===== src/rtl/debounce_pkg.sv =====
// Shared definitions for the push-button debouncer: FSM state encoding and
// default timing parameters (10 ms at 100 MHz).
package debounce_pkg;

    localparam int DEF_STABLE_COUNT = 1000000;
    localparam int DEF_CNT_WIDTH    = 20;

    typedef enum logic [1:0] {
        IDLE_LOW  = 2'b00,
        WAIT_HIGH = 2'b01,
        IDLE_HIGH = 2'b10,
        WAIT_LOW  = 2'b11
    } state_e;

endpackage


===== src/rtl/sync_2ff.sv =====
// Two-flop synchronizer that brings the raw asynchronous input into the clk
// domain; both flops clear to 0 on reset.
module sync_2ff (
    input  logic clk,
    input  logic rst,
    input  logic d,
    output logic q
);

    logic s1;

    // NOTE: sequential state uses non-blocking assignments so s1 and q both
    // sample their pre-edge values and form a true two-stage pipeline.
    always_ff @(posedge clk or negedge rst) begin
        if (!rst) begin
            s1 <= 1'b0;
            q  <= 1'b0;
        end else begin
            s1 <= d;
            q  <= s1;
        end
    end

endmodule


===== src/rtl/debounce_pulse.sv =====
// Debouncer: synchronized input must disagree with q for STABLE_COUNT
// consecutive cycles before q flips; rise/fall are registered one-cycle pulses.
module debounce_pulse
    import debounce_pkg::*;
#(
    parameter int STABLE_COUNT = DEF_STABLE_COUNT,
    parameter int CNT_WIDTH    = DEF_CNT_WIDTH
) (
    input  logic clk,
    input  logic rst,
    input  logic din,
    output logic q,
    output logic rise,
    output logic fall
);

    localparam logic [CNT_WIDTH-1:0] CNT_LAST = CNT_WIDTH'(STABLE_COUNT - 1);

    state_e               state;
    state_e               state_next;
    logic [CNT_WIDTH-1:0] cnt;
    logic [CNT_WIDTH-1:0] cnt_next;
    logic                 s2;
    logic                 q_next;
    logic                 rise_next;
    logic                 fall_next;

    sync_2ff u_sync (
        .clk (clk),
        .rst (rst),
        .d   (din),
        .q   (s2)
    );

    // NOTE: every output of this block is given a default first, so no path
    // through the case statement can leave a value unassigned and infer a latch.
    always_comb begin
        state_next = state;
        cnt_next   = cnt;
        q_next     = q;
        rise_next  = 1'b0;
        fall_next  = 1'b0;
        case (state)
            IDLE_LOW: begin
                cnt_next = '0;
                if (s2) state_next = WAIT_HIGH;
            end
            WAIT_HIGH: begin
                if (!s2) begin
                    state_next = IDLE_LOW;
                    cnt_next   = '0;
                end else if (cnt == CNT_LAST) begin
                    state_next = IDLE_HIGH;
                    cnt_next   = '0;
                    q_next     = 1'b1;
                    rise_next  = 1'b1;
                end else begin
                    cnt_next = cnt + CNT_WIDTH'(1);
                end
            end
            IDLE_HIGH: begin
                cnt_next = '0;
                if (!s2) state_next = WAIT_LOW;
            end
            WAIT_LOW: begin
                if (s2) begin
                    state_next = IDLE_HIGH;
                    cnt_next   = '0;
                end else if (cnt == CNT_LAST) begin
                    state_next = IDLE_LOW;
                    cnt_next   = '0;
                    q_next     = 1'b0;
                    fall_next  = 1'b1;
                end else begin
                    cnt_next = cnt + CNT_WIDTH'(1);
                end
            end
            default: begin
                state_next = IDLE_LOW;
                cnt_next   = '0;
                q_next     = 1'b0;
            end
        endcase
    end

    // q, rise and fall come straight from flops: no combinational path from din.
    always_ff @(posedge clk or negedge rst) begin
        if (!rst) begin
            state <= IDLE_LOW;
            cnt   <= '0;
            q     <= 1'b0;
            rise  <= 1'b0;
            fall  <= 1'b0;
        end else begin
            state <= state_next;
            cnt   <= cnt_next;
            q     <= q_next;
            rise  <= rise_next;
            fall  <= fall_next;
        end
    end

endmodule

===== config.mk =====
export PLATFORM = sky130hd
export DESIGN_NAME = debounce_pulse
export DESIGN_NICKNAME = d
export VERILOG_FILES = /design/src/rtl/debounce_pkg.sv /design/src/rtl/sync_2ff.sv /design/src/rtl/debounce_pulse.sv
export SDC_FILE = /design/constraint.sdc
export NUM_CORES = 1
export LEC_CHECK = 0
export ABC_AREA = 1
export ABC_CLOCK_PERIOD_IN_PS = 2050
export CORE_MARGIN = 2
export CORE_UTILIZATION = 55
export CTS_BUF_LIST = sky130_fd_sc_hd__clkbuf_16
export CTS_CLUSTER_SIZE = 25
export DETAILED_ROUTE_END_ITERATION = 8
export GPL_TIMING_DRIVEN = 0
export PLACE_DENSITY = 0.73
export SYNTH_ARGS = -nofsm -noshare
export SYNTH_HDL_FRONTEND = slang
export SYNTH_HIERARCHICAL = 1
export SYNTH_SLANG_ARGS = --single-unit

===== constraint.sdc =====
create_clock -name clk -period 2.05 [get_ports clk]
set_input_delay 0.205 -clock clk [delete_from_list [all_inputs] [get_ports clk]]
set_output_delay 0.205 -clock clk [all_outputs]
set_load 0.02 [all_outputs]

==> impl_metrics.prom, run 1 <==
# TYPE chip_impl_metric gauge
chip_impl_info{name="run_status",value="finished clean"} 1
chip_impl_info{name="crit_type",value="reg2reg"} 1
chip_impl_info{name="synth_ff_type",value="sky130_fd_sc_hd__dfrtp_1"} 1
chip_impl_metric{name="slew_headroom",unit=""} 0.1998
chip_impl_info{name="crit_family",value="simple AND/OR/NAND/NOR gates"} 1
chip_impl_info{name="crit_path_cell_trace",value="ha_1 > nand3_4 > nor3_1 > nand3_1 > nand2_1 > nor2_1"} 1
chip_impl_metric{name="syn_area",unit="mm2"} 0.001478
chip_impl_metric{name="min_period",unit="ps"} 1729
chip_impl_metric{name="die_w",unit="um"} 55.84
chip_impl_metric{name="leakage_power_total",unit="uW"} 0.0007310
chip_impl_info{name="post-synth-top-area-cell",value="sky130_fd_sc_hd__dfrtp_1"} 1
chip_impl_metric{name="n_antenna_cell",unit=""} 0
chip_impl_metric{name="setup_violations",unit=""} 0
chip_impl_info{name="tritoncts",value="built"} 1
chip_impl_metric{name="critical_path.max_fanout",unit=""} 6
chip_impl_metric{name="start_util",unit=""} 0.5858
chip_impl_info{name="yosys.cell_count.top_type",value="sky130_fd_sc_hd__nand2_1"} 1
chip_impl_metric{name="cp.arrival",unit="ps"} 1870
chip_impl_metric{name="postLayoutSetupSlackWorst",unit="ps"} 320.8
chip_impl_metric{name="max_slew.worst_pin.slew",unit="ps"} 1197
chip_impl_metric{name="synth_nets",unit=""} 205
chip_impl_metric{name="detailedPlacementHpwl",unit="um"} 2366
chip_impl_metric{name="clock_latency",unit="ps"} 260
chip_impl_metric{name="post_cts_gate_resize_count",unit=""} 0
chip_impl_metric{name="timing.final.crit_share",unit=""} 0.8435
chip_impl_metric{name="rows",unit=""} 18
chip_impl_metric{name="worst_ep_required_time",unit="ps"} 2190
chip_impl_metric{name="ant_nets",unit=""} 0
chip_impl_metric{name="final-max-slew-violation-count",unit=""} 0
chip_impl_metric{name="max_freq",unit="MHz"} 578.3
chip_impl_metric{name="yosysUniqueCellTypes",unit=""} 20
chip_impl_metric{name="clock-sinks",unit=""} 27
chip_impl_metric{name="hold_slack",unit="ps"} 362.6
chip_impl_metric{name="timing.max_cap.violations",unit=""} 0
chip_impl_metric{name="route.final.wire_length",unit="um"} 3154
chip_impl_metric{name="clk_pin_slew_worst_paths",unit="ps"} 70
chip_impl_metric{name="setup_total_negative_slack",unit="ps"} 0
chip_impl_info{name="critical-path-slowest-cell",value="sky130_fd_sc_hd__nor3_1"} 1
chip_impl_metric{name="grt_max_degree",unit=""} 28
chip_impl_metric{name="drt_pre_antenna_iters",unit=""} 4
chip_impl_metric{name="gpl.final_weighted_congestion",unit=""} 0.9344
chip_impl_metric{name="cts_post_setup_buffers_inserted",unit=""} 0
chip_impl_metric{name="grt_antenna_before_repair",unit=""} 0
chip_impl_metric{name="groute.usage.overall",unit=""} 0.2268
chip_impl_info{name="hold_path.class",value="reg2reg"} 1
chip_impl_metric{name="routed-via-count",unit=""} 1300
chip_impl_metric{name="ys_seq_elements",unit=""} 27
chip_impl_info{name="rsz_0062_raised_after_global_routing",value="no"} 1
chip_impl_metric{name="post-place-ws",unit="ps"} 345.7
chip_impl_metric{name="yosys_warnings",unit=""} 6
chip_impl_metric{name="portBuffers",unit=""} 5
chip_impl_metric{name="drc",unit=""} 0
chip_impl_metric{name="drt_first_iter_violations",unit=""} 50
chip_impl_metric{name="io_pins",unit=""} 6
chip_impl_metric{name="vdd.ir_drop.worst",unit="mV"} 0.5839
chip_impl_metric{name="p_per_area",unit="mW/mm2"} 617.7
chip_impl_metric{name="synth-async-reset-ratio",unit=""} 1.000
chip_impl_metric{name="grt_overflow_total",unit=""} 0
chip_impl_metric{name="netlist_instances",unit=""} 201
chip_impl_metric{name="core_region_area",unit="mm2"} 0.002522
chip_impl_metric{name="synth.yosys.seq_area_share",unit=""} 0.4572
chip_impl_info{name="setup.worst_path.start_class",value="flop"} 1
chip_impl_metric{name="syn_area_per_cell",unit="um2"} 7.352
chip_impl_info{name="ys_top_cells_by_area",value="sky130_fd_sc_hd__dfrtp_1 (46%), sky130_fd_sc_hd__nand2_1 (13%), sky130_fd_sc_hd__nor2_1 (12%)"} 1
chip_impl_metric{name="grt_first_pass_wirelength",unit="um"} 5533
chip_impl_metric{name="syn2layout_area_growth",unit="%"} 11.35
chip_impl_metric{name="finalHoldViolCount",unit=""} 0
chip_impl_metric{name="cts-root-to-sink-buffers",unit=""} 2
chip_impl_metric{name="synth_edf_count",unit=""} 0
chip_impl_metric{name="final_layout_size_suffix_gt1_frac",unit=""} 0.05714
chip_impl_info{name="netlist_top_cells_count",value="sky130_fd_sc_hd__nand2_1 (51), sky130_fd_sc_hd__nor2_1 (47), sky130_fd_sc_hd__dfrtp_1 (27), sky130_fd_sc_hd__inv_1 (27)"} 1
chip_impl_metric{name="height_of_the_die",unit="um"} 55.84
chip_impl_metric{name="grt_pass1_vias",unit=""} 1188
chip_impl_metric{name="wl_per_cell",unit="um"} 13.14
chip_impl_metric{name="design.final.nets",unit=""} 215
chip_impl_metric{name="hold_buffers",unit=""} 0
chip_impl_metric{name="path_buf_inv",unit=""} 0
chip_impl_metric{name="htree_levels",unit=""} 1
chip_impl_metric{name="synthDominantCellAreaShare",unit=""} 0.4572
chip_impl_info{name="cts.root.buffer_cell",value="sky130_fd_sc_hd__clkbuf_16"} 1
chip_impl_metric{name="clock_skew",unit="ps"} 3.306
chip_impl_info{name="end_kind",value="flop"} 1
chip_impl_metric{name="vias_per_cell",unit=""} 5.417
chip_impl_metric{name="critical_path.max_stage_delay",unit="ps"} 500
chip_impl_metric{name="die-area",unit="mm2"} 0.003118
chip_impl_metric{name="cts-buffers-inserted",unit=""} 3
## power by group
part	internal [uW]	total, uW	switching [uW]
clock	263	442	179
combinational	10.4	32.8	22.4
sequential	537	541	3.86
## placed cells by master (no fill, tap or decap), drive strengths merged, types with 3 or more instances in the layout
cell type / count
o21bai: 3
inv: 27
dfrtp: 27
xor2: 6
nor2: 50
nor3: 11
clkbuf: 3
clkdlybuf4s50: 5
nand3: 13
nand4: 4
a21oi: 3
nand2: 52
## registers in the layout, summed over array words and instances (netlist names), named ones only
signal	flops
cnt	20
u_sync/q	1
q	1
state	1
fall	1
u_sync/s1	1
rise	1
## stage by stage
step	total power (uW)	instance area (um2)	utilization	cells
floorplan	565.7	1478	-	201
finish	1016	1645	0.6523	240
CTS	1025	1645	0.6523	240
global placement	583.9	1565	0.6205	236
detailed placement	585.3	1565	0.6205	236
global route	1053	1645	0.6523	240
## worst register-to-register path, cell delays in order (launching register included)
cell	delay, ps
sky130_fd_sc_hd__dfrtp_1	390
sky130_fd_sc_hd__ha_1	270
sky130_fd_sc_hd__nand3_4	150
sky130_fd_sc_hd__nor3_1	510
sky130_fd_sc_hd__nand3_1	160
sky130_fd_sc_hd__nand2_1	100
sky130_fd_sc_hd__nor2_1	40
## cells by family after synthesis
kind of cell	Yosys count	share of synthesized area
xor gates and xnor gates	7	0.04149
and+or+nand+nor	131	0.3802
DFF	27	0.4572
buffers and inverters	28	0.07621
adders and majority gates	1	0.008466
AOI/OAI and AO/OA	7	0.03640
## layout make-up
| type | instances | area, um2 |
|---|---|---|
| Clock buffer | 3 | 75.07 |
| Clock inverter | 1 | 5.005 |
| Inverter | 27 | 101.3 |
| Sequential cell | 27 | 675.6 |
| Fill cell | 223 | 877.1 |
| Buffer | 1 | 11.26 |
| Timing Repair Buffer | 5 | 50.05 |
| Tap cell | 30 | 37.54 |
| Multi-Input combinational cell | 146 | 689.4 |
## path summary, 6_finish.rpt
kind | from | cells after the start | slack (ps) | endpoint
setup / recovery | cnt[0]$_DFF_PN0_ | 6 | 320 | cnt[16]$_DFF_PN0_
hold / removal | u_sync/s1$_DFF_PN0_ | 0 | 360 | u_sync/q$_DFF_PN0_
setup reg to reg | cnt[0]$_DFF_PN0_ | 6 | 320 | cnt[16]$_DFF_PN0_
hold reg to reg | u_sync/s1$_DFF_PN0_ | 0 | 360 | u_sync/q$_DFF_PN0_
max in group asynchronous | rst | 1 | 760 | u_sync/q$_DFF_PN0_
min in group asynchronous | rst | 1 | 580 | cnt[5]$_DFF_PN0_
## metal layers
| layer | up-vias | global-route usage | part of all wire |
|---|---|---|---|
| met3 | 2 | 0.04419 | 0.055 |
| met4 | 0 | 0.05782 | 0.0022 |
| li1 | 643 | - | - |
| met2 | 38 | 0.3520 | 0.45 |
| met1 | 617 | 0.3293 | 0.49 |
| met5 | - | 0 | 0 |
(Power assumes the default switching activity.)
==> run 2: changes to the inputs <==
- ABC_CLOCK_PERIOD_IN_PS: 2050 -> 1700
- clock period: 2.05 -> 1.7 ns (I/O delays scaled with it)
==> run 2 against run 1 <==
Net effect:
- register-to-register slack got worse by 220 ps
- sequential power rose by 21%
- clock-buffer cell count unchanged
- setup slack worse by 220 ps
- critical path depth increased by 1
- largest cell class unchanged
==> impl_metrics.prom, run 2 (same netlist as run 1, synthesis figures left out) <==
# TYPE chip_impl_metric gauge
chip_impl_metric{name="dp.cells",unit=""} 236
chip_impl_metric{name="timing.max_cap.violations",unit=""} 0
chip_impl_metric{name="n_antenna_cell",unit=""} 0
chip_impl_info{name="crit_type",value="reg2reg"} 1
chip_impl_metric{name="vias_per_cell",unit=""} 5.243
chip_impl_metric{name="cp.arrival",unit="ps"} 1740
chip_impl_metric{name="final-max-slew-violation-count",unit=""} 0
chip_impl_metric{name="clk_pin_slew_worst_paths",unit="ps"} 70
chip_impl_metric{name="route.final.wire_length",unit="um"} 3233
chip_impl_metric{name="finalHoldViolCount",unit=""} 0
chip_impl_metric{name="die-area",unit="mm2"} 0.003118
chip_impl_metric{name="rows",unit=""} 18
chip_impl_metric{name="timing.final.crit_share",unit=""} 0.9390
chip_impl_metric{name="finalNonFillerCells",unit=""} 243
chip_impl_metric{name="core_region_area",unit="mm2"} 0.002522
chip_impl_metric{name="routed-via-count",unit=""} 1274
chip_impl_metric{name="syn2layout_area_growth",unit="%"} 14.56
chip_impl_metric{name="cts-buffers-inserted",unit=""} 3
chip_impl_metric{name="regArea",unit="um2"} 675.6
chip_impl_metric{name="p_per_area",unit="mW/mm2"} 728.3
chip_impl_metric{name="grt_first_pass_wirelength",unit="um"} 5589
chip_impl_metric{name="clock-sinks",unit=""} 27
chip_impl_metric{name="design.final.nets",unit=""} 218
chip_impl_metric{name="cts-root-to-sink-buffers",unit=""} 2
chip_impl_metric{name="die_w",unit="um"} 55.84
chip_impl_info{name="cts.root.buffer_cell",value="sky130_fd_sc_hd__clkbuf_16"} 1
chip_impl_metric{name="max_slew.worst_pin.slew",unit="ps"} 1204
chip_impl_metric{name="vdd.ir_drop.worst",unit="mV"} 0.6671
chip_impl_metric{name="timing.reg2reg.worst_path_depth",unit=""} 7
chip_impl_metric{name="drt_first_iter_violations",unit=""} 54
chip_impl_metric{name="worst_ep_required_time",unit="ps"} 1850
chip_impl_info{name="hold_path_startpoint",value="din"} 1
chip_impl_info{name="layout_commonest_cell",value="sky130_fd_sc_hd__nand2_1"} 1
chip_impl_metric{name="htree_levels",unit=""} 1
chip_impl_metric{name="fill_cells",unit=""} 217
chip_impl_metric{name="leakage_power_total",unit="uW"} 0.0007426
chip_impl_metric{name="clock_skew",unit="ps"} 3.361
chip_impl_metric{name="detailedPlacementHpwl",unit="um"} 2366
chip_impl_metric{name="grt_max_degree",unit=""} 28
chip_impl_metric{name="multi_input_area",unit="um2"} 714.4
chip_impl_metric{name="hold_slack",unit="ps"} 353.2
chip_impl_info{name="regMostFlops",value="cnt"} 1
chip_impl_metric{name="utilization",unit=""} 0.6711
chip_impl_metric{name="clock_latency",unit="ps"} 260
chip_impl_metric{name="max_freq",unit="MHz"} 626.5
chip_impl_metric{name="gpl.final_weighted_congestion",unit=""} 0.9344
chip_impl_info{name="end_kind",value="flop"} 1
chip_impl_info{name="r2r-start",value="cnt[0]$_DFF_PN0_"} 1
chip_impl_info{name="crit_path_start",value="cnt[0]$_DFF_PN0_"} 1
chip_impl_info{name="tritoncts",value="built"} 1
chip_impl_metric{name="height_of_the_die",unit="um"} 55.84
chip_impl_metric{name="final_layout_size_suffix_gt1_frac",unit=""} 0.08451
chip_impl_metric{name="portBuffers",unit=""} 5
chip_impl_metric{name="min_period",unit="ps"} 1596
chip_impl_metric{name="ant_nets",unit=""} 0
chip_impl_metric{name="io_pins",unit=""} 6
chip_impl_metric{name="grt_pass1_vias",unit=""} 1196
chip_impl_metric{name="grt_antenna_before_repair",unit=""} 0
chip_impl_metric{name="grt_overflow_total",unit=""} 0
chip_impl_metric{name="largest_reg_flops",unit=""} 20
chip_impl_metric{name="wl_per_cell",unit="um"} 13.30
chip_impl_metric{name="setup_violations",unit=""} 0
chip_impl_metric{name="hold_depth",unit=""} 1
chip_impl_info{name="run_status",value="finished clean"} 1
chip_impl_metric{name="slew_headroom",unit=""} 0.1950
chip_impl_metric{name="drc",unit=""} 0
chip_impl_metric{name="drt_pre_antenna_iters",unit=""} 4
chip_impl_metric{name="critical_path.max_fanout",unit=""} 10
chip_impl_info{name="hold_path.class",value="in2reg"} 1
chip_impl_metric{name="groute.usage.overall",unit=""} 0.2292
chip_impl_metric{name="start_util",unit=""} 0.5858
chip_impl_info{name="final_cell_mix",value="sky130_fd_sc_hd__nand2_1 (51), sky130_fd_sc_hd__nor2_1 (46), sky130_fd_sc_hd__inv_1 (27), sky130_fd_sc_hd__dfrtp_1 (27), sky130_fd_sc_hd__nand3_1 (11)"} 1
chip_impl_info{name="setup.worst_path.start_class",value="flop"} 1
## run 2: cell types whose count changed in the layout (fill, tap and decap cells not counted)
| cell | previous run | this run |
|---|---|---|
| sky130_fd_sc_hd__nor3_1 | 11 | 10 |
| sky130_fd_sc_hd__ha_1 | 1 | 0 |
| sky130_fd_sc_hd__buf_4 | 0 | 3 |
| sky130_fd_sc_hd__nor2_4 | 0 | 1 |
| sky130_fd_sc_hd__nor3_2 | 0 | 1 |
| sky130_fd_sc_hd__nor2_1 | 47 | 46 |
| sky130_fd_sc_hd__ha_4 | 0 | 1 |
## run 2: final cells by class
| class | instances | area share |
|---|---|---|
| clock buffer | 3 | 0.04435 |
| buffer | 1 | 0.006652 |
| sequential | 27 | 0.3991 |
| multi-input combinational | 146 | 0.4220 |
| timing repair buffer | 8 | 0.04287 |
| tap | 30 | 0.02217 |
| inverter | 27 | 0.05987 |
| clock inverter | 1 | 0.002956 |
## run 2: layer usage
| metal | GRT usage | vias up | routed length, um | part of all wire |
|---|---|---|---|---|
| li1 | - | 646 | - | - |
| met1 | 0.3323 | 591 | 1614 | 0.50 |
| met2 | 0.3537 | 30 | 1390 | 0.43 |
| met3 | 0.04884 | 7 | 182 | 0.056 |
| met4 | 0.05782 | 0 | 45 | 0.014 |
| met5 | 0 | - | 0 | 0 |
## run 2: final timing paths
| path | end | slack, ps |
|---|---|---|
| max in group asynchronous | u_sync/q$_DFF_PN0_ | 440 |
| worst max register to register | cnt[0]$_DFF_PN0_ | 100 |
| worst max-delay path | cnt[0]$_DFF_PN0_ | 100 |
| min in group asynchronous | cnt[5]$_DFF_PN0_ | 540 |
| worst min-delay path | u_sync/s1$_DFF_PN0_ | 350 |
| worst min register to register | u_sync/q$_DFF_PN0_ | 360 |
## run 2: worst max-delay path, cell delays in order (launching register included)
cell	delay, ps
sky130_fd_sc_hd__dfrtp_1	430
sky130_fd_sc_hd__ha_4	190
sky130_fd_sc_hd__nand3_4	130
sky130_fd_sc_hd__nor2_1	170
sky130_fd_sc_hd__nand3_2	130
sky130_fd_sc_hd__o21bai_4	200
sky130_fd_sc_hd__buf_6	170
sky130_fd_sc_hd__nor2_1	50
## run 2: power by group
| group | internal (uW) | total (uW) | switching, uW | leakage [uW] |
|---|---|---|---|---|
| clock | 317 | 533 | 215 | 0.0000409 |
| sequential | 648 | 654 | 5.83 | 0.000369 |
| combinational | 17.8 | 46.4 | 28.6 | 0.000332 |
## run 2: what timing repair did
item | 4_1_cts | 5_1_grt
setup endpoints to repair | 12 | 22
resized for setup | 1 | 4
hold endpoints to repair | 0 | 0
gates cloned | 0 | 0
hold buffers | 0 | 0
buffers inserted | 3 | 0
pin swaps | 1 | 1
## run 2: stage by stage
| stage | cell area, um2 | setup slack, ps | setup TNS (ps) | power (uW) |
|---|---|---|---|---|
| after global placement | 1565 | 3.379 | 0 | 704.1 |
| after floorplan | 1478 | 248.6 | 0 | 682.1 |
| after global routing | 1693 | -5.068 | -7.917 | 1277 |
| after detailed placement | 1565 | -4.320 | -11.12 | 705.8 |
| final | 1693 | 103.7 | 0 | 1233 |
| after CTS | 1673 | 43.63 | 0 | 1241 |
